$ cat config.mk
export PLATFORM = sky130hd
export DESIGN_NAME = i2c_target_responder
export DESIGN_NICKNAME = d
export VERILOG_FILES = /design/src/rtl/i2c_pkg.sv /design/src/rtl/i2c_line_sync.sv /design/src/rtl/i2c_target_responder.sv
export SDC_FILE = /design/constraint.sdc
export NUM_CORES = 1
export LEC_CHECK = 0
export ABC_CLOCK_PERIOD_IN_PS = 3500
export BUFFER_PORTS_ARGS = -buffer_cell sky130_fd_sc_hd__buf_4
export CORE_MARGIN = 3
export CORE_UTILIZATION = 43
export CTS_CLUSTER_SIZE = 12
export DETAILED_ROUTE_END_ITERATION = 6
export GPL_ROUTABILITY_DRIVEN = 0
export GPL_TIMING_DRIVEN = 0
export PLACE_DENSITY = 0.73
export SLEW_MARGIN = 25
export SYNTH_ARGS = -nofsm -noshare
export SYNTH_HDL_FRONTEND = slang
export SYNTH_SLANG_ARGS = --single-unit
$ cat constraint.sdc
create_clock -name clock -period 3.5 [get_ports clock]
set_input_delay 0.875 -clock clock [delete_from_list [all_inputs] [get_ports clock]]
set_output_delay 0.875 -clock clock [all_outputs]
set_load 0.05 [all_outputs]
$ cat src/rtl/i2c_pkg.sv
// Shared types and constants for the I2C target responder.
// Optional build macro used by the top level: I2C_CLOCK_STRETCH_EN.
package i2c_pkg;

    // Protocol state of the target.
    typedef enum logic [2:0] {
        IDLE,
        ADDR,
        ADDR_ACK,
        WRITE,
        WRITE_ACK,
        READ,
        READ_ACK,
        WAIT_STOP
    } i2c_state_e;

    // Data bits per byte on the wire (the ACK slot is the 9th clock).
    localparam logic [3:0] BITS_PER_BYTE = 4'd8;

    // SDA levels seen in the acknowledge slot.
    localparam logic ACK_LEVEL  = 1'b0;
    localparam logic NACK_LEVEL = 1'b1;

    // Address match; the general-call address (0) is never claimed.
    function automatic logic addr_hit(input logic [6:0] rx_addr, input logic [6:0] own_addr);
        return (rx_addr == own_addr) && (rx_addr != 7'd0);
    endfunction

endpackage

$ cat src/rtl/i2c_line_sync.sv
// Synchronizes the SCL/SDA pad inputs into the clock domain and derives
// SCL edge strobes plus START/STOP strobes. A bus condition is only
// reported when SCL is stable high across the sampled SDA edge, so an SCL
// and SDA change landing in the same clock is treated as ordinary data.
module i2c_line_sync #(
    parameter int SYNC_STAGES = 2   // at least 2
) (
    input  logic clock,
    input  logic Reset,
    input  logic scl_in,
    input  logic sda_in,
    output logic sda_level,
    output logic scl_rise,
    output logic scl_fall,
    output logic start_det,
    output logic stop_det
);

    logic [SYNC_STAGES-1:0] scl_sync_q, scl_sync_d;
    logic [SYNC_STAGES-1:0] sda_sync_q, sda_sync_d;
    logic                   scl_prev_q, scl_prev_d;
    logic                   sda_prev_q, sda_prev_d;
    logic                   scl_now, sda_now;

    assign scl_now = scl_sync_q[SYNC_STAGES-1];
    assign sda_now = sda_sync_q[SYNC_STAGES-1];

    // Next-state for the synchronizer chains and the edge-detect register.
    always_comb begin
        scl_sync_d = {scl_sync_q[SYNC_STAGES-2:0], scl_in};
        sda_sync_d = {sda_sync_q[SYNC_STAGES-2:0], sda_in};
        scl_prev_d = scl_now;
        sda_prev_d = sda_now;
    end

    // Registers reset to the idle (released, high) bus level so that reset
    // release never fabricates an edge.
    always_ff @(posedge clock or negedge Reset) begin
        if (!Reset) begin
            scl_sync_q <= '1;
            sda_sync_q <= '1;
            scl_prev_q <= 1'b1;
            sda_prev_q <= 1'b1;
        end else begin
            scl_sync_q <= scl_sync_d;
            sda_sync_q <= sda_sync_d;
            scl_prev_q <= scl_prev_d;
            sda_prev_q <= sda_prev_d;
        end
    end

    assign sda_level = sda_now;
    assign scl_rise  = scl_now & ~scl_prev_q;
    assign scl_fall  = ~scl_now & scl_prev_q;
    assign start_det = scl_now & scl_prev_q & ~sda_now & sda_prev_q;
    assign stop_det  = scl_now & scl_prev_q & sda_now & ~sda_prev_q;

endmodule

$ cat src/rtl/i2c_target_responder.sv
// I2C target: address match, ACK generation, byte receive and transmit.
// Build macro I2C_CLOCK_STRETCH_EN adds the TxReady input and lets the
// target hold SCL low until the user has the next read byte ready.
//
// state     | meaning
// ----------+-------------------------------------------------------------
// IDLE      | bus idle or not ours, waiting for START
// ADDR      | shifting in address + R/W bit
// ADDR_ACK  | driving address ACK; its trailing fall starts write or read
// WRITE     | shifting in a data byte from the master
// WRITE_ACK | driving ACK for the received byte
// READ      | shifting out a data byte, one bit per SCL fall
// READ_ACK  | sampling the master's ACK/NACK for the byte just sent
// WAIT_STOP | not addressed or master NACKed; wait for STOP/START
module i2c_target_responder
    import i2c_pkg::*;
#(
    parameter logic [6:0] TARGET_ADDR = 7'h42,
    parameter int         SYNC_STAGES = 2
) (
    input  logic       clock,
    input  logic       Reset,
    input  logic       SCL_In,
    input  logic       SDA_In,
    output logic       SDA_Low,
    output logic       SCL_Low,
    output logic [7:0] RxData,
    output logic       RxValid,
    input  logic [7:0] TxData,
    output logic       TxLoad,
`ifdef I2C_CLOCK_STRETCH_EN
    input  logic       TxReady,
`endif
    output logic       Busy,
    output logic       ReadMode
);

    logic sda_level, scl_rise, scl_fall, start_det, stop_det;

    i2c_line_sync #(
        .SYNC_STAGES(SYNC_STAGES)
    ) u_line_sync (
        .clock    (clock),
        .Reset    (Reset),
        .scl_in   (SCL_In),
        .sda_in   (SDA_In),
        .sda_level(sda_level),
        .scl_rise (scl_rise),
        .scl_fall (scl_fall),
        .start_det(start_det),
        .stop_det (stop_det)
    );

    i2c_state_e state_q, state_d;
    logic [3:0] bit_cnt_q, bit_cnt_d;
    logic [6:0] shift_q, shift_d;        // first seven bits of the byte in flight
    logic [6:0] tx_shift_q, tx_shift_d;  // read bits not yet driven, MSB first
    logic       sda_low_q, sda_low_d;
    logic [7:0] rx_data_q, rx_data_d;
    logic       rx_valid_q, rx_valid_d;
    logic       tx_load_q, tx_load_d;
    logic       busy_q, busy_d;
    logic       read_mode_q, read_mode_d;
    // Second half of an ACK slot (ADDR_ACK/WRITE_ACK), or master-ACK seen (READ_ACK).
    logic       phase_q, phase_d;
    logic       load_req;
    logic [7:0] byte_in;
`ifdef I2C_CLOCK_STRETCH_EN
    logic       scl_low_q, scl_low_d;
    logic       stretch_q, stretch_d;
`endif

    assign byte_in = {shift_q, sda_level};

    // Next-state and output logic of the protocol FSM.
    always_comb begin
        state_d     = state_q;
        bit_cnt_d   = bit_cnt_q;
        shift_d     = shift_q;
        tx_shift_d  = tx_shift_q;
        sda_low_d   = sda_low_q;
        rx_data_d   = rx_data_q;
        rx_valid_d  = 1'b0;
        tx_load_d   = 1'b0;
        busy_d      = busy_q;
        read_mode_d = read_mode_q;
        phase_d     = phase_q;
        load_req    = 1'b0;
`ifdef I2C_CLOCK_STRETCH_EN
        scl_low_d   = scl_low_q;
        stretch_d   = stretch_q;
`endif

        if (start_det || stop_det) begin
            state_d   = start_det ? ADDR : IDLE;
            bit_cnt_d = 4'd0;
            sda_low_d = 1'b0;
            busy_d    = 1'b0;
            phase_d   = 1'b0;
`ifdef I2C_CLOCK_STRETCH_EN
            scl_low_d = 1'b0;
            stretch_d = 1'b0;
`endif
        end else begin
            case (state_q)
                IDLE: begin
                end

                ADDR: begin
                    if (scl_rise) begin
                        shift_d = byte_in[6:0];
                        if (bit_cnt_q == BITS_PER_BYTE - 4'd1) begin
                            bit_cnt_d = 4'd0;
                            if (addr_hit(byte_in[7:1], TARGET_ADDR)) begin
                                read_mode_d = byte_in[0];
                                busy_d      = 1'b1;
                                phase_d     = 1'b0;
                                state_d     = ADDR_ACK;
                            end else begin
                                state_d = WAIT_STOP;
                            end
                        end else begin
                            bit_cnt_d = bit_cnt_q + 4'd1;
                        end
                    end
                end

                ADDR_ACK: begin
`ifdef I2C_CLOCK_STRETCH_EN
                    if (stretch_q) begin
                        if (TxReady) begin
                            stretch_d = 1'b0;
                            load_req  = 1'b1;
                        end
                    end else
`endif
                    if (scl_fall) begin
                        if (!phase_q) begin
                            sda_low_d = ~ACK_LEVEL;
                            phase_d   = 1'b1;
                        end else begin
                            phase_d = 1'b0;
                            if (read_mode_q) begin
                                load_req = 1'b1;
                            end else begin
                                sda_low_d = 1'b0;
                                bit_cnt_d = 4'd0;
                                state_d   = WRITE;
                            end
                        end
                    end
                end

                WRITE: begin
                    if (scl_rise) begin
                        shift_d = byte_in[6:0];
                        if (bit_cnt_q == BITS_PER_BYTE - 4'd1) begin
                            bit_cnt_d  = 4'd0;
                            rx_data_d  = byte_in;
                            rx_valid_d = 1'b1;
                            phase_d    = 1'b0;
                            state_d    = WRITE_ACK;
                        end else begin
                            bit_cnt_d = bit_cnt_q + 4'd1;
                        end
                    end
                end

                WRITE_ACK: begin
                    if (scl_fall) begin
                        if (!phase_q) begin
                            sda_low_d = ~ACK_LEVEL;
                            phase_d   = 1'b1;
                        end else begin
                            sda_low_d = 1'b0;
                            phase_d   = 1'b0;
                            bit_cnt_d = 4'd0;
                            state_d   = WRITE;
                        end
                    end
                end

                READ: begin
`ifdef I2C_CLOCK_STRETCH_EN
                    // SDA already carries bit 7, so SCL may go now.
                    if (scl_low_q) begin
                        scl_low_d = 1'b0;
                    end
`endif
                    if (scl_fall) begin
                        if (bit_cnt_q == BITS_PER_BYTE) begin
                            sda_low_d = 1'b0;
                            bit_cnt_d = 4'd0;
                            phase_d   = 1'b0;
                            state_d   = READ_ACK;
                        end else begin
                            sda_low_d  = ~tx_shift_q[6];
                            tx_shift_d = {tx_shift_q[5:0], 1'b0};
                            bit_cnt_d  = bit_cnt_q + 4'd1;
                        end
                    end
                end

                READ_ACK: begin
`ifdef I2C_CLOCK_STRETCH_EN
                    if (stretch_q) begin
                        if (TxReady) begin
                            stretch_d = 1'b0;
                            load_req  = 1'b1;
                        end
                    end else
`endif
                    if (scl_rise) begin
                        if (sda_level == NACK_LEVEL) begin
                            sda_low_d = 1'b0;
                            state_d   = WAIT_STOP;
                        end else begin
                            phase_d = 1'b1;
                        end
                    end else if (scl_fall && phase_q) begin
                        phase_d  = 1'b0;
                        load_req = 1'b1;
                    end
                end

                WAIT_STOP: begin
                end

                default: begin
                    state_d = IDLE;
                end
            endcase

            // Fetch the next read byte and put its MSB on SDA; bit_cnt
            // counts bits already driven.
            if (load_req) begin
`ifdef I2C_CLOCK_STRETCH_EN
                if (!TxReady) begin
                    scl_low_d = 1'b1;
                    stretch_d = 1'b1;
                end else
`endif
                begin
                    tx_load_d  = 1'b1;
                    tx_shift_d = TxData[6:0];
                    sda_low_d  = ~TxData[7];
                    bit_cnt_d  = 4'd1;
                    state_d    = READ;
                end
            end
        end
    end

    // FSM and datapath registers; reset releases the bus immediately.
    always_ff @(posedge clock or negedge Reset) begin
        if (!Reset) begin
            state_q     <= IDLE;
            bit_cnt_q   <= 4'd0;
            shift_q     <= 7'd0;
            tx_shift_q  <= 7'd0;
            sda_low_q   <= 1'b0;
            rx_data_q   <= 8'd0;
            rx_valid_q  <= 1'b0;
            tx_load_q   <= 1'b0;
            busy_q      <= 1'b0;
            read_mode_q <= 1'b0;
            phase_q     <= 1'b0;
        end else begin
            state_q     <= state_d;
            bit_cnt_q   <= bit_cnt_d;
            shift_q     <= shift_d;
            tx_shift_q  <= tx_shift_d;
            sda_low_q   <= sda_low_d;
            rx_data_q   <= rx_data_d;
            rx_valid_q  <= rx_valid_d;
            tx_load_q   <= tx_load_d;
            busy_q      <= busy_d;
            read_mode_q <= read_mode_d;
            phase_q     <= phase_d;
        end
    end

`ifdef I2C_CLOCK_STRETCH_EN
    // Clock-stretch registers.
    always_ff @(posedge clock or negedge Reset) begin
        if (!Reset) begin
            scl_low_q <= 1'b0;
            stretch_q <= 1'b0;
        end else begin
            scl_low_q <= scl_low_d;
            stretch_q <= stretch_d;
        end
    end

    assign SCL_Low = scl_low_q;
`else
    assign SCL_Low = 1'b0;
`endif

    assign SDA_Low  = sda_low_q;
    assign RxData   = rx_data_q;
    assign RxValid  = rx_valid_q;
    assign TxLoad   = tx_load_q;
    assign Busy     = busy_q;
    assign ReadMode = read_mode_q;

endmodule

# == Yosys cells after proc, flatten, opt, wreduce, memory -nomap -nowiden ==
# Index checks and enable logic that the tools add are counted.
# classes
addsub,1
n_eq_ne,35
mux,76
n_bitwise,14
reduce_logical,25
# ops
op,count
"4-bit != test, second input constant",14
3-bit 2-to-1 mux,16
4-bit 2-to-1 mux,11
1-bit 2-to-1 mux,40
7-bit 2-to-1 mux,4
"3-bit != test, second input constant",7
3-bit case mux with 6 select lines,1
6-bit nonzero test,3
4-bit case mux with 4 select lines,1
14-bit AND reduction,1
4-bit AND reduction,3
2-bit nonzero test,6
11-bit AND reduction,1
"3-bit equality test, second input constant",3
8-bit AND reduction,1
8-bit nonzero test,1
1-bit AND,7
"7-bit equality test, second input constant",1
1-bit inverter,7
7-bit AND reduction,1
7-bit nonzero test,1
"3-bit by 2-bit equality test with 1-bit output, second input constant",2
"5-bit != test, second input constant",1
1-bit case mux with 5 select lines,1
other kinds (15),17
# word_totals
register_bits,41
inputBits,12
output_inout_bits,14
wordCells,166

# == Longest topological paths before layout ==
# Gate-level depths: netlist of the first run.
# logic_depth
word_depth,9
ltp_mapped,7
mapped_depth_nobuf,7

# == Modules after synthesis ==
# From an unflattened synthesis of the first run, not the netlist that was laid out.
# unflattened
hier_cells,209
hier_area_um2,2210.9
# by_module_without_submodules
module,instances,cells_each,area_each_um2,seq_area_each_um2
i2c_target_responder,1,199,2020.7,875.8
i2c_line_sync,1,10,190.2,157.7

# == Worst setup path before layout of the first run ==
# No wires, ideal clock.
# synth_path
path_type,flip-flop to flip-flop
start,reg u_line_sync.sda_sync_q[1]
end,reg phase_q
setup_ns,0.131
t_arrival_ns,1.759
t_required_ns,3.369
slack_ns,1.609
stages_incl_launch_ff,7
n_path_buf,1
period_less_slack_ns,1.891
cell_sequence,dfstp_2 -> buf_6 -> xor2_2 -> nand3_2 -> and3_4 -> o31a_1 -> or3_1
# synth_between
elab_chain_len,6
word_cells_on_any_way,19
cone_classes,eq/ne: 10; mux: 1; bitwise: 5; reduce/logical: 3
# synth_rtl
item,line_no,source
"start, declared",i2c_line_sync.sv:20,"logic [SYNC_STAGES-1:0] sda_sync_q, sda_sync_d;"
"start signal, assigned",i2c_line_sync.sv:46,sda_sync_q <= sda_sync_d;
1-bit inverter,i2c_line_sync.sv:55,assign start_det = scl_now & scl_prev_q & ~sda_now & sda_prev_q;
1-bit AND (2 in a row),i2c_line_sync.sv:55,
1-bit logical OR,i2c_target_responder.sv:94,if (start_det || stop_det) begin
"4-bit != test (no source line), or another cell as far along",--,
11-bit AND reduction (no source line),--,
"end signal, assigned",i2c_target_responder.sv:279,phase_q <= phase_d;
"end, declared",i2c_target_responder.sv:65,"logic phase_q, phase_d;"
# Parallel ways exist; a longest one is shown, timed or not.
# A chain may end at the register's enable or synchronous reset.

# == Worst setup path in the final report of the first run ==
# Ends and elaborated chain as after synthesis.

==> results of run 1 <==
==> synthesized netlist by cell type, drive strengths merged, types with 2 or more instances <==
library cell and n:
or3 3, nor4 3, o31ai 2, nand2 26, nor3 4, a21oi 7
or2 2, o21ai 7, xor2 2, and3 5, or3b 2, nand3 5
mux2i 2, dfstp 6, a211o 2, ha 2, nand3b 4, o221ai 2
buf 8, o21a 2, o32a 2, inv 8, a311oi 3, nand2b 5
dfrtp 35, mux2 23, and3b 2, a41oi 2, a211oi 2, o211ai 2
nor2 15, nor2b 2
==> cell usage in the layout (no fill, tap or decap), types with 3 or more instances in the layout <==
| cell | synthesis | layout |
|---|---|---|
| a311oi_1 | 3 | 3 |
| dfrtp_1 | 35 | 35 |
| nor4_1 | 3 | 3 |
| buf_4 | 2 | 26 |
| nor3_1 | 3 | 3 |
| clkbuf_8 | 0 | 6 |
| inv_1 | 7 | 7 |
| nand3_1 | 4 | 4 |
| nand3b_1 | 3 | 3 |
| a21oi_1 | 6 | 6 |
| mux2_2 | 23 | 23 |
| and3_1 | 3 | 3 |
| o21ai_0 | 6 | 6 |
| buf_2 | 5 | 5 |
| dfstp_2 | 6 | 6 |
| nand2_1 | 26 | 26 |
| or3_1 | 3 | 3 |
| nand2b_1 | 5 | 5 |
| nor2_1 | 13 | 13 |
==> sequential cells by signal, indices dropped and copies added (netlist names) <==
name,flops
shift_q,7
u_line_sync.scl_sync_q,2
ReadMode,1
bit_cnt_q,4
RxData,8
phase_q,1
tx_shift_q,7
SDA_Low,1
RxValid,1
u_line_sync.scl_prev_q,1
TxLoad,1
Busy,1
u_line_sync.sda_sync_q,2
u_line_sync.sda_prev_q,1
state_q,3
==> metrics by stage <==
| step | util, % | total power [uW] | cells | hold slack, ns | instance area [sq um] |
|---|---|---|---|---|---|
| after detailed placement | 51.67 | 1620 | 309 | 0.3473 | 2554 |
| after floorplan | - | 1414 | 218 | 0.3452 | 2290 |
| after global routing | 54.03 | 2167 | 317 | 0.3531 | 2670 |
| after global placement | 51.67 | 1606 | 309 | 0.3456 | 2554 |
| final | 54.03 | 2016 | 317 | 0.3526 | 2670 |
| after CTS | 54.03 | 2017 | 317 | 0.3584 | 2670 |
==> logic make-up (layout without fill, tap and decap cells) <==
logic type	Yosys count	in the layout	synth area share [%]
AND/OR/NAND/NOR	86	86	21.04
AO/OA/AOI/OAI	42	42	14.97
flip-flops	41	41	45.14
multiplexers	25	25	12.19
buffers and inverters	18	50	3.934
XOR/XNOR	3	3	1.476
adder cells (fa/ha/maj)	2	2	1.093
other	1	1	0.1638
==> metal layers <==
metal	vias up	part of all wire [%]
met3	17	6.7
met5	-	0
met2	80	46
li1	857	-
met4	0	2.4
met1	840	45
==> worst min path at each step <==
| stage | slack, ns | cells past startpoint | from | to |
|---|---|---|---|---|
| floorplan | 0.35 | 0 | u_line_sync.scl_sync_q[0] | u_line_sync.scl_sync_q[1] |
| global placement | 0.35 | 0 | u_line_sync.scl_sync_q[0] | u_line_sync.scl_sync_q[1] |
| detailed placement | 0.35 | 0 | u_line_sync.scl_sync_q[0] | u_line_sync.scl_sync_q[1] |
| CTS | 0.36 | 0 | u_line_sync.scl_sync_q[0] | u_line_sync.scl_sync_q[1] |
| global route | 0.35 | 0 | u_line_sync.sda_sync_q[0] | u_line_sync.sda_sync_q[1] |
| finish | 0.35 | 0 | u_line_sync.sda_sync_q[0] | u_line_sync.sda_sync_q[1] |
==> critical path: stages, from the launching register on <==
cell     delay [ns]
dfstp_2        0.54
buf_6          0.14
xnor2_1        0.10
nor2_1         0.45
o31ai_1        0.18
o31a_1         0.26
or3_1          0.34
==> report_power, final <==
part	total, uW	internal [uW]	switching, uW
clock	386	232	153
combinational	916	410	505
sequential	715	605	110
==> area by class of cell <==
class | instances | area [sq um] | area share, %
tap | 67 | 83.83 | 3.140
timing repair buffer | 24 | 180.2 | 6.748
clock inverter | 1 | 30.03 | 1.125
inverter | 9 | 35.03 | 1.312
buffer | 9 | 55.05 | 2.062
multi-input combinational | 159 | 1166 | 43.67
sequential | 41 | 1033 | 38.71
clock buffer | 7 | 86.33 | 3.233
==> results.ini, run 1 <==
[clock_network]
postCtsHoldBufs=0
post_cts_buffers=0
ctsRootBufferMaster=clkbuf_8
htreeDepth=2
clk_pin_slew_ns=0.08
cts.sinks=41
numCtsBuffers=5
post_cts_resized=0
cts_buffer_depth=2
worstSkewPairLatency_ns=0.29
cts_tree=yes

[setup_path]
cp-startpoint=u_line_sync.sda_sync_q[1]
timing.rr.start=u_line_sync.sda_sync_q[1]
endpoint_kind=flop
crit_fanout=9
cp.required_ns=3.67
rr_worst_depth=6
reg2reg_to=phase_q
endpoint=phase_q
cp.arrival_ns=2.29
crit_path_start_kind=flop
r2r_slack_ns=1.38
path_class=flop to flop

[global_routing]
grt_max_degree=42
met1_usage_pct=23.87
antenna_found_initial=0
use_met2_pct=24.16
grt_pass1_vias=1744
grt_pass1_wl_mm=8.300
grt_busiest_layer=met2
gr-total-overflow=0
grt_use_total_pct=16.70
use_met3_pct=3.401

[sta]
final_max_slew_viol_count=0
final.setup.tns_ns=0
layout_setup_ws_ns=1.378
fin_crit_sh_pct=60.62
hold_violations=0
fin_crit_ns=2.122
worst_slew_pin_slew_ns=0.5430
slew_headroom_pct=63.67
fmax_ghz=0.4713
setup_violations=0
rsz0062_at_grt=false
skew_ns=0.006084

[die]
die_w_microns=78.97
die_area_sq_um=6236
die_h_microns=78.97
ios=26
row_count=25
start_util_pct=46.33
core_area_sq_um=4942

[detailed_routing]
drt_pre_antenna_iters=4
vias_per_cell=5.659
initialDrtViolationCount=248
drc=0
drt-wirelength-per-cell_microns=15.09
drtAntennaViolNets=0
drt-total-wl_mm=4.785
vias=1794

[synthesis]
async_flop_share_pct=100.0
postSynthAreaPerCell_sq_um=10.50
synth.largest_area_cell=dfrtp_1
synth_ff_type=dfrtp_1
synth_cells=218
synth_edf_count=0
netlist_area_sq_um=2290
syn_nets=232
synth_seq_cells=41
yosys_warnings=0
synthDominantCellAreaShare_pct=38.25
yosysSeqAreaShare_pct=45.14
synth.distinct_cells=66
synth_area_leaders=dfrtp_1 (38%), mux2_2 (11%), dfstp_2 (6.9%)

[cells_and_area]
final_nets=263
area_delta_synth_final_pct=16.61
final_layout_size_suffix_gt1_share_pct=33.60
n_fill_cell=478
antenna_cells=0

[power_and_ir_drop]
p_per_area_nw_per_um2=755.1
vdd.ir_drop.worst_mv=0.6117
leakage_uw=0.001257

[place]
port_buffers=24
dpl_worst_slack_ns=1.434
hpwl_mm=3.461

[min_path]
hp-class=flop to flop

[outcome]
outcome=completed

[run]
drv_cap=0

Power figures use the tool's default switching activity.
==> inputs of run 2 (changes only) <==
--- a/config.mk
+++ b/config.mk
@@ -5,7 +5,7 @@
 export SDC_FILE = /design/constraint.sdc
 export NUM_CORES = 1
 export LEC_CHECK = 0
-export ABC_CLOCK_PERIOD_IN_PS = 3500
+export ABC_CLOCK_PERIOD_IN_PS = 1950
 export BUFFER_PORTS_ARGS = -buffer_cell sky130_fd_sc_hd__buf_4
 export CORE_MARGIN = 3
 export CORE_UTILIZATION = 43
@@ -13,7 +13,7 @@
 export DETAILED_ROUTE_END_ITERATION = 6
 export GPL_ROUTABILITY_DRIVEN = 0
 export GPL_TIMING_DRIVEN = 0
-export PLACE_DENSITY = 0.73
+export PLACE_DENSITY = 0.75
 export SLEW_MARGIN = 25
 export SYNTH_ARGS = -nofsm -noshare
 export SYNTH_HDL_FRONTEND = slang
==> constraint.sdc (replaced) <==
create_clock -name clock -period 1.95 [get_ports clock]
set_input_delay 0.4875 -clock clock [delete_from_list [all_inputs] [get_ports clock]]
set_output_delay 0.4875 -clock clock [all_outputs]
set_load 0.05 [all_outputs]
==> run 2 against run 1 <==
Net effect: the flow now finishes with violations (negative setup slack); non-clock buffer count rose by 23; worst setup slack worse by 1.4 ns; flip-flop and latch count unchanged; critical path depth is 2 lower; combinational power grew 140%.
==> results.ini, run 2 (synthesis gave the netlist of run 1 again) <==
[power_and_ir_drop]
vdd.ir_drop.worst_mv=0.7759
sw_frac_of_total_pct=39.80
p_clk_share_pct=14.5
leakage_uw=0.001406
p_comb_share_pct=53.7
power_uw=4033
p_switching_uw=1605
seq_power_share_pct=31.8
p_int_uw=2428
p_per_area_nw_per_um2=1358

[detailed_routing]
initialDrtViolationCount=228
vias_per_cell=5.788
drt-wirelength-per-cell_microns=16.76
drt_pre_antenna_iters=5
drc=0
drt-total-wl_mm=5.698
drtAntennaViolNets=0
vias=1968

[setup_path]
cp_slowest_cell=dfstp_2
cp.required_ns=2.13
r2r_slack_ns=-0.01
cp.arrival_ns=2.15
endpoint_kind=flop
crit_fanout=7
critPathMaxStageDelay_ns=0.62
path_class=flop to flop
crit_path_start_kind=flop
cp_cell_sequence=nand3b_4 -> o32a_1 -> a211o_1 -> a22o_1

[cells_and_area]
final_area_sq_um=2970
final_nets=286
final_layout_size_suffix_gt1_share_pct=45.42
antenna_cells=0
final_cell_mix=buf_4 (50), dfrtp_1 (34), nand2_1 (24), mux2_2 (17), nor2_1 (12)
layout_commonest_cell=buf_4
finalNonFillerCells=340
n_fill_cell=415
largest_reg_flops=8
area_delta_synth_final_pct=29.73

[clock_network]
worstSkewPairLatency_ns=0.29
postCtsHoldBufs=0
clk_pin_slew_ns=0.08
cts_tree=yes
numCtsBuffers=5
ctsRootBufferMaster=clkbuf_8
cts.sinks=41
cts_buffer_depth=2
htreeDepth=2

[die]
die_w_microns=78.97
die_h_microns=78.97
core_area_sq_um=4942
ios=26
row_count=25
start_util_pct=46.33
die_area_sq_um=6236

[place]
port_buffers=24
placed_area_sq_um=2554
hpwl_mm=3.509
dp.cells=309

[sta]
fmax_ghz=0.5093
hold_violations=0
skew_ns=0.003107
rsz0062_at_grt=true
setup_violations=1
final_max_slew_viol_count=0
whs_ns=0.1587
fin_crit_sh_pct=100.7
worst_slew_pin_slew_ns=0.5156
final.setup.tns_ns=-0.01341
fin_crit_ns=1.963
layout_setup_ws_ns=-0.01341
slew_headroom_pct=65.63

[run]
drv_cap=0

[global_routing]
grt_use_total_pct=17.90
gr-total-overflow=0
grt_pass1_wl_mm=8.631
grt_pass1_vias=1781
grt_max_degree=42
antenna_found_initial=0

[outcome]
outcome=complete, but fails checks
violations=negative setup slack

[min_path]
hp-class=input port to async pin

## run 2: cell count changes in the layout (fill, tap and decap cells not counted), moves of 2 or more
cell	delta
a311oi_1	-2
a311oi_2	+2
buf_2	-2
buf_4	+24
mux2_2	-6
mux2_4	+6
nand2_1	-2
nand2_2	+2
nor2_2	-2
nor2_4	+3
## run 2: final cells by class
class	count	area, sq um	area share [%]
well taps	67	83.83	2.822
multi-input cells	159	1287	43.34
flip-flops and latches	41	1035	34.84
clock buffers	6	82.58	2.780
repair buffers	47	365.4	12.30
plain buffers	9	63.81	2.148
clock inverters	2	13.76	0.4634
inverters	9	38.79	1.306
## run 2: through the flow
step,setup WS [ns],util (%)
2_1_floorplan,0.05934,-
3_3_place_gp,-0.1197,51.67
3_5_place_dp,-0.1210,51.67
4_1_cts,0.001011,55.80
5_1_grt,-0.09289,60.10
6_report,-0.01341,60.10
## run 2: what timing repair did
action,CTS,global route
setup buffers,8,15
pin swaps,3,6
gates cloned,0,0
endpoints found under the setup margin,5,14
resized for setup,12,24
## run 2: final timing paths
path,start,end,depth (start not counted)
worst min-delay path,Reset,tx_shift_q[2],1
worst max-delay path,u_line_sync.scl_prev_q,state_q[2],4
max in group asynchronous,Reset,phase_q,1
min in group clock,SCL_In,u_line_sync.scl_sync_q[0],1
worst min register to register,u_line_sync.scl_sync_q[0],u_line_sync.scl_sync_q[1],0
worst max register to register,u_line_sync.scl_prev_q,state_q[2],4
## run 2: routing by layer
| layer | wire length, microns | up-vias | global-route usage, % |
|---|---|---|---|
| met5 | 0 | - | 0 |
| met3 | 384 | 22 | 4.195 |
| li1 | - | 902 | - |
| met1 | 2422 | 949 | 23.57 |
| met4 | 159 | 0 | 5.326 |
| met2 | 2732 | 95 | 29.38 |
## run 2: power groups by stage
stage	clock [uW]	sequential [uW]	combinational [uW]
global placement	0	1290	1590
detailed placement	0	1300	1620
global route	633	1320	2300
finish	587	1280	2170
floorplan	0	1290	1250
CTS	593	1280	1750
## run 2: critical path: cells and delay by family (launching register included)
kind	cells	cell delay, ns
AO/OA/AOI/OAI	3	1.10
flip-flops	1	0.62
AND/OR/NAND/NOR	1	0.14
==> inputs of run 3 (changes only) <==
--- a/config.mk
+++ b/config.mk
@@ -8,12 +8,12 @@
 export ABC_CLOCK_PERIOD_IN_PS = 1950
 export BUFFER_PORTS_ARGS = -buffer_cell sky130_fd_sc_hd__buf_4
 export CORE_MARGIN = 3
-export CORE_UTILIZATION = 43
+export CORE_UTILIZATION = 52
 export CTS_CLUSTER_SIZE = 12
 export DETAILED_ROUTE_END_ITERATION = 6
 export GPL_ROUTABILITY_DRIVEN = 0
 export GPL_TIMING_DRIVEN = 0
-export PLACE_DENSITY = 0.75
+export PLACE_DENSITY = 0.86
 export SLEW_MARGIN = 25
 export SYNTH_ARGS = -nofsm -noshare
 export SYNTH_HDL_FRONTEND = slang
==> run 3 against run 2 <==
Net effect: the flow still finishes with violations (negative setup slack); sequential power about the same; sequential share of layout area is 1.1 points higher; hold slack lost 0.0079 ns; clock-buffer cell count fell by 1; worst setup slack worse by 0.078 ns; non-clock buffer count fell by 10; first-iteration DRC count grew 36%; via count down 0.56%; core utilization is 10 points higher; largest cell class unchanged.
==> results.ini, run 3 (synthesis gave the netlist of run 1 again) <==
[die]
die_w_microns=72.36
ios=26
core_area_sq_um=4115
start_util_pct=55.64
row_count=23
die_area_sq_um=5235
die_h_microns=72.36

[sta]
final_max_slew_viol_count=0
worst_slew_pin_slew_ns=0.5012
fin_crit_ns=2.042
fmax_ghz=0.4898
skew_ns=0.003257
rsz0062_at_grt=true
slew_headroom_pct=66.59
whs_ns=0.1508
setup_violations=12
hold_violations=0
layout_setup_ws_ns=-0.09155
fin_crit_sh_pct=104.7

[setup_path]
crit_fanout=9
r2r_slack_ns=-0.09
cp.arrival_ns=2.22
endpoint_kind=flop
crit_path_start_kind=flop
cp.required_ns=2.13
path_class=flop to flop

[clock_network]
numCtsBuffers=5
cts.sinks=41
ctsRootBufferMaster=clkbuf_8
cts_tree=yes
htreeDepth=2
worstSkewPairLatency_ns=0.29
cts_buffer_depth=2
clk_pin_slew_ns=0.08

[detailed_routing]
vias=1957
vias_per_cell=6.252
initialDrtViolationCount=311
drt_pre_antenna_iters=7
drt-wirelength-per-cell_microns=18.30
drtAntennaViolNets=0
drc=0
drt-total-wl_mm=5.729

[power_and_ir_drop]
leakage_uw=0.001366
sw_frac_of_total_pct=40.25
p_switching_uw=1606
p_comb_share_pct=50.3
p_int_uw=2384
p_per_area_nw_per_um2=1382
p_clk_share_pct=17.2
seq_power_share_pct=32.5
vdd.ir_drop.worst_mv=0.8071

[run]
drv_cap=0

[global_routing]
grt_use_total_pct=20.64
grt_max_degree=42
antenna_found_initial=0
grt_pass1_vias=1727
grt_pass1_wl_mm=8.452
gr-total-overflow=0

[place]
port_buffers=24
dp.cells=292
hpwl_mm=3.415
placed_area_sq_um=2532

[min_path]
hp-class=input port to async pin

[cells_and_area]
layout_commonest_cell=buf_4
final_area_sq_um=2887
register_area_sq_um=1036
n_fill_cell=275
finalNonFillerCells=313
multi_input_comb_area_sq_um=1294
final_nets=276
final_cell_mix=buf_4 (40), dfrtp_1 (33), nand2_1 (25), mux2_2 (17), nor2_1 (12)
area_delta_synth_final_pct=26.07
antenna_cells=0
final_layout_size_suffix_gt1_share_pct=43.73
largest_reg_flops=8

[outcome]
outcome=complete, but fails checks
violations=negative setup slack

-- run 3: cell count changes in the layout (fill, tap and decap cells not counted), moves of 2 or more --
| cell | before | now |
|---|---|---|
| nor4_2 | 0 | 2 |
| nor4_1 | 3 | 1 |
| buf_4 | 50 | 40 |
| clkbuf_4 | 0 | 2 |
-- run 3: stage by stage --
| step | setup TNS, ns | utilization [%] | setup slack [ns] | power, uW |
|---|---|---|---|---|
| after floorplan | 0 | - | 0.05934 | 2538 |
| after global placement | -0.2890 | 61.54 | -0.1128 | 2861 |
| after detailed placement | -0.3078 | 61.54 | -0.1235 | 2909 |
| after CTS | -0.01104 | 65.86 | -0.008146 | 3680 |
| after global routing | -0.4993 | 70.14 | -0.08413 | 4201 |
| final | -0.3217 | 70.14 | -0.09155 | 3990 |
-- run 3: power by group through the flow --
stage | logic [uW] | clock network [uW] | registers [uW]
after detailed placement | 1610 | 0 | 1300
after global placement | 1580 | 0 | 1280
final | 2010 | 685 | 1300
after floorplan | 1250 | 0 | 1290
after global routing | 2140 | 732 | 1330
after CTS | 1700 | 696 | 1280
-- run 3: final cells by class --
class / count / share of cell area (%)
inverter: 9 / 1.214
tap: 50 / 2.167
buffer: 9 / 2.297
multi-input combinational: 159 / 44.82
clock buffer: 5 / 2.384
sequential: 41 / 35.89
clock inverter: 3 / 1.604
timing repair buffer: 37 / 9.623
-- run 3: worst paths after layout --
path,start,endpoint,depth (start not counted)
min in group clock,SDA_In,u_line_sync.sda_sync_q[0],1
min reg2reg,u_line_sync.scl_sync_q[0],u_line_sync.scl_sync_q[1],0
max reg2reg,u_line_sync.scl_sync_q[1],bit_cnt_q[3],5
max in group asynchronous,Reset,state_q[2],1
max,u_line_sync.scl_sync_q[1],bit_cnt_q[3],5
min,Reset,bit_cnt_q[2],1
-- run 3: what timing repair did --
item                       in CTS  in global routing
pin swaps                       4                 11
setup endpoints to repair       5                 22
buffers inserted                4                  9
hold buffers                    0                  0
gates resized for setup         9                 28
-- run 3: layer usage --
metal / vias up / track usage, % / part of all wire, %
met5: - / 0 / 0
met4: 0 / 9.603 / 3.7
met3: 27 / 4.848 / 8.9
met2: 119 / 29.73 / 46
met1: 928 / 29.36 / 41
li1: 883 / - / -
-- run 3: worst max-delay path, stage by stage (launching register included) --
cell and delay, ns:
dfstp_2 0.65, and4b_1 0.25, o31ai_1 0.39, nand2_1 0.22, and4_1 0.20, a211o_1 0.22
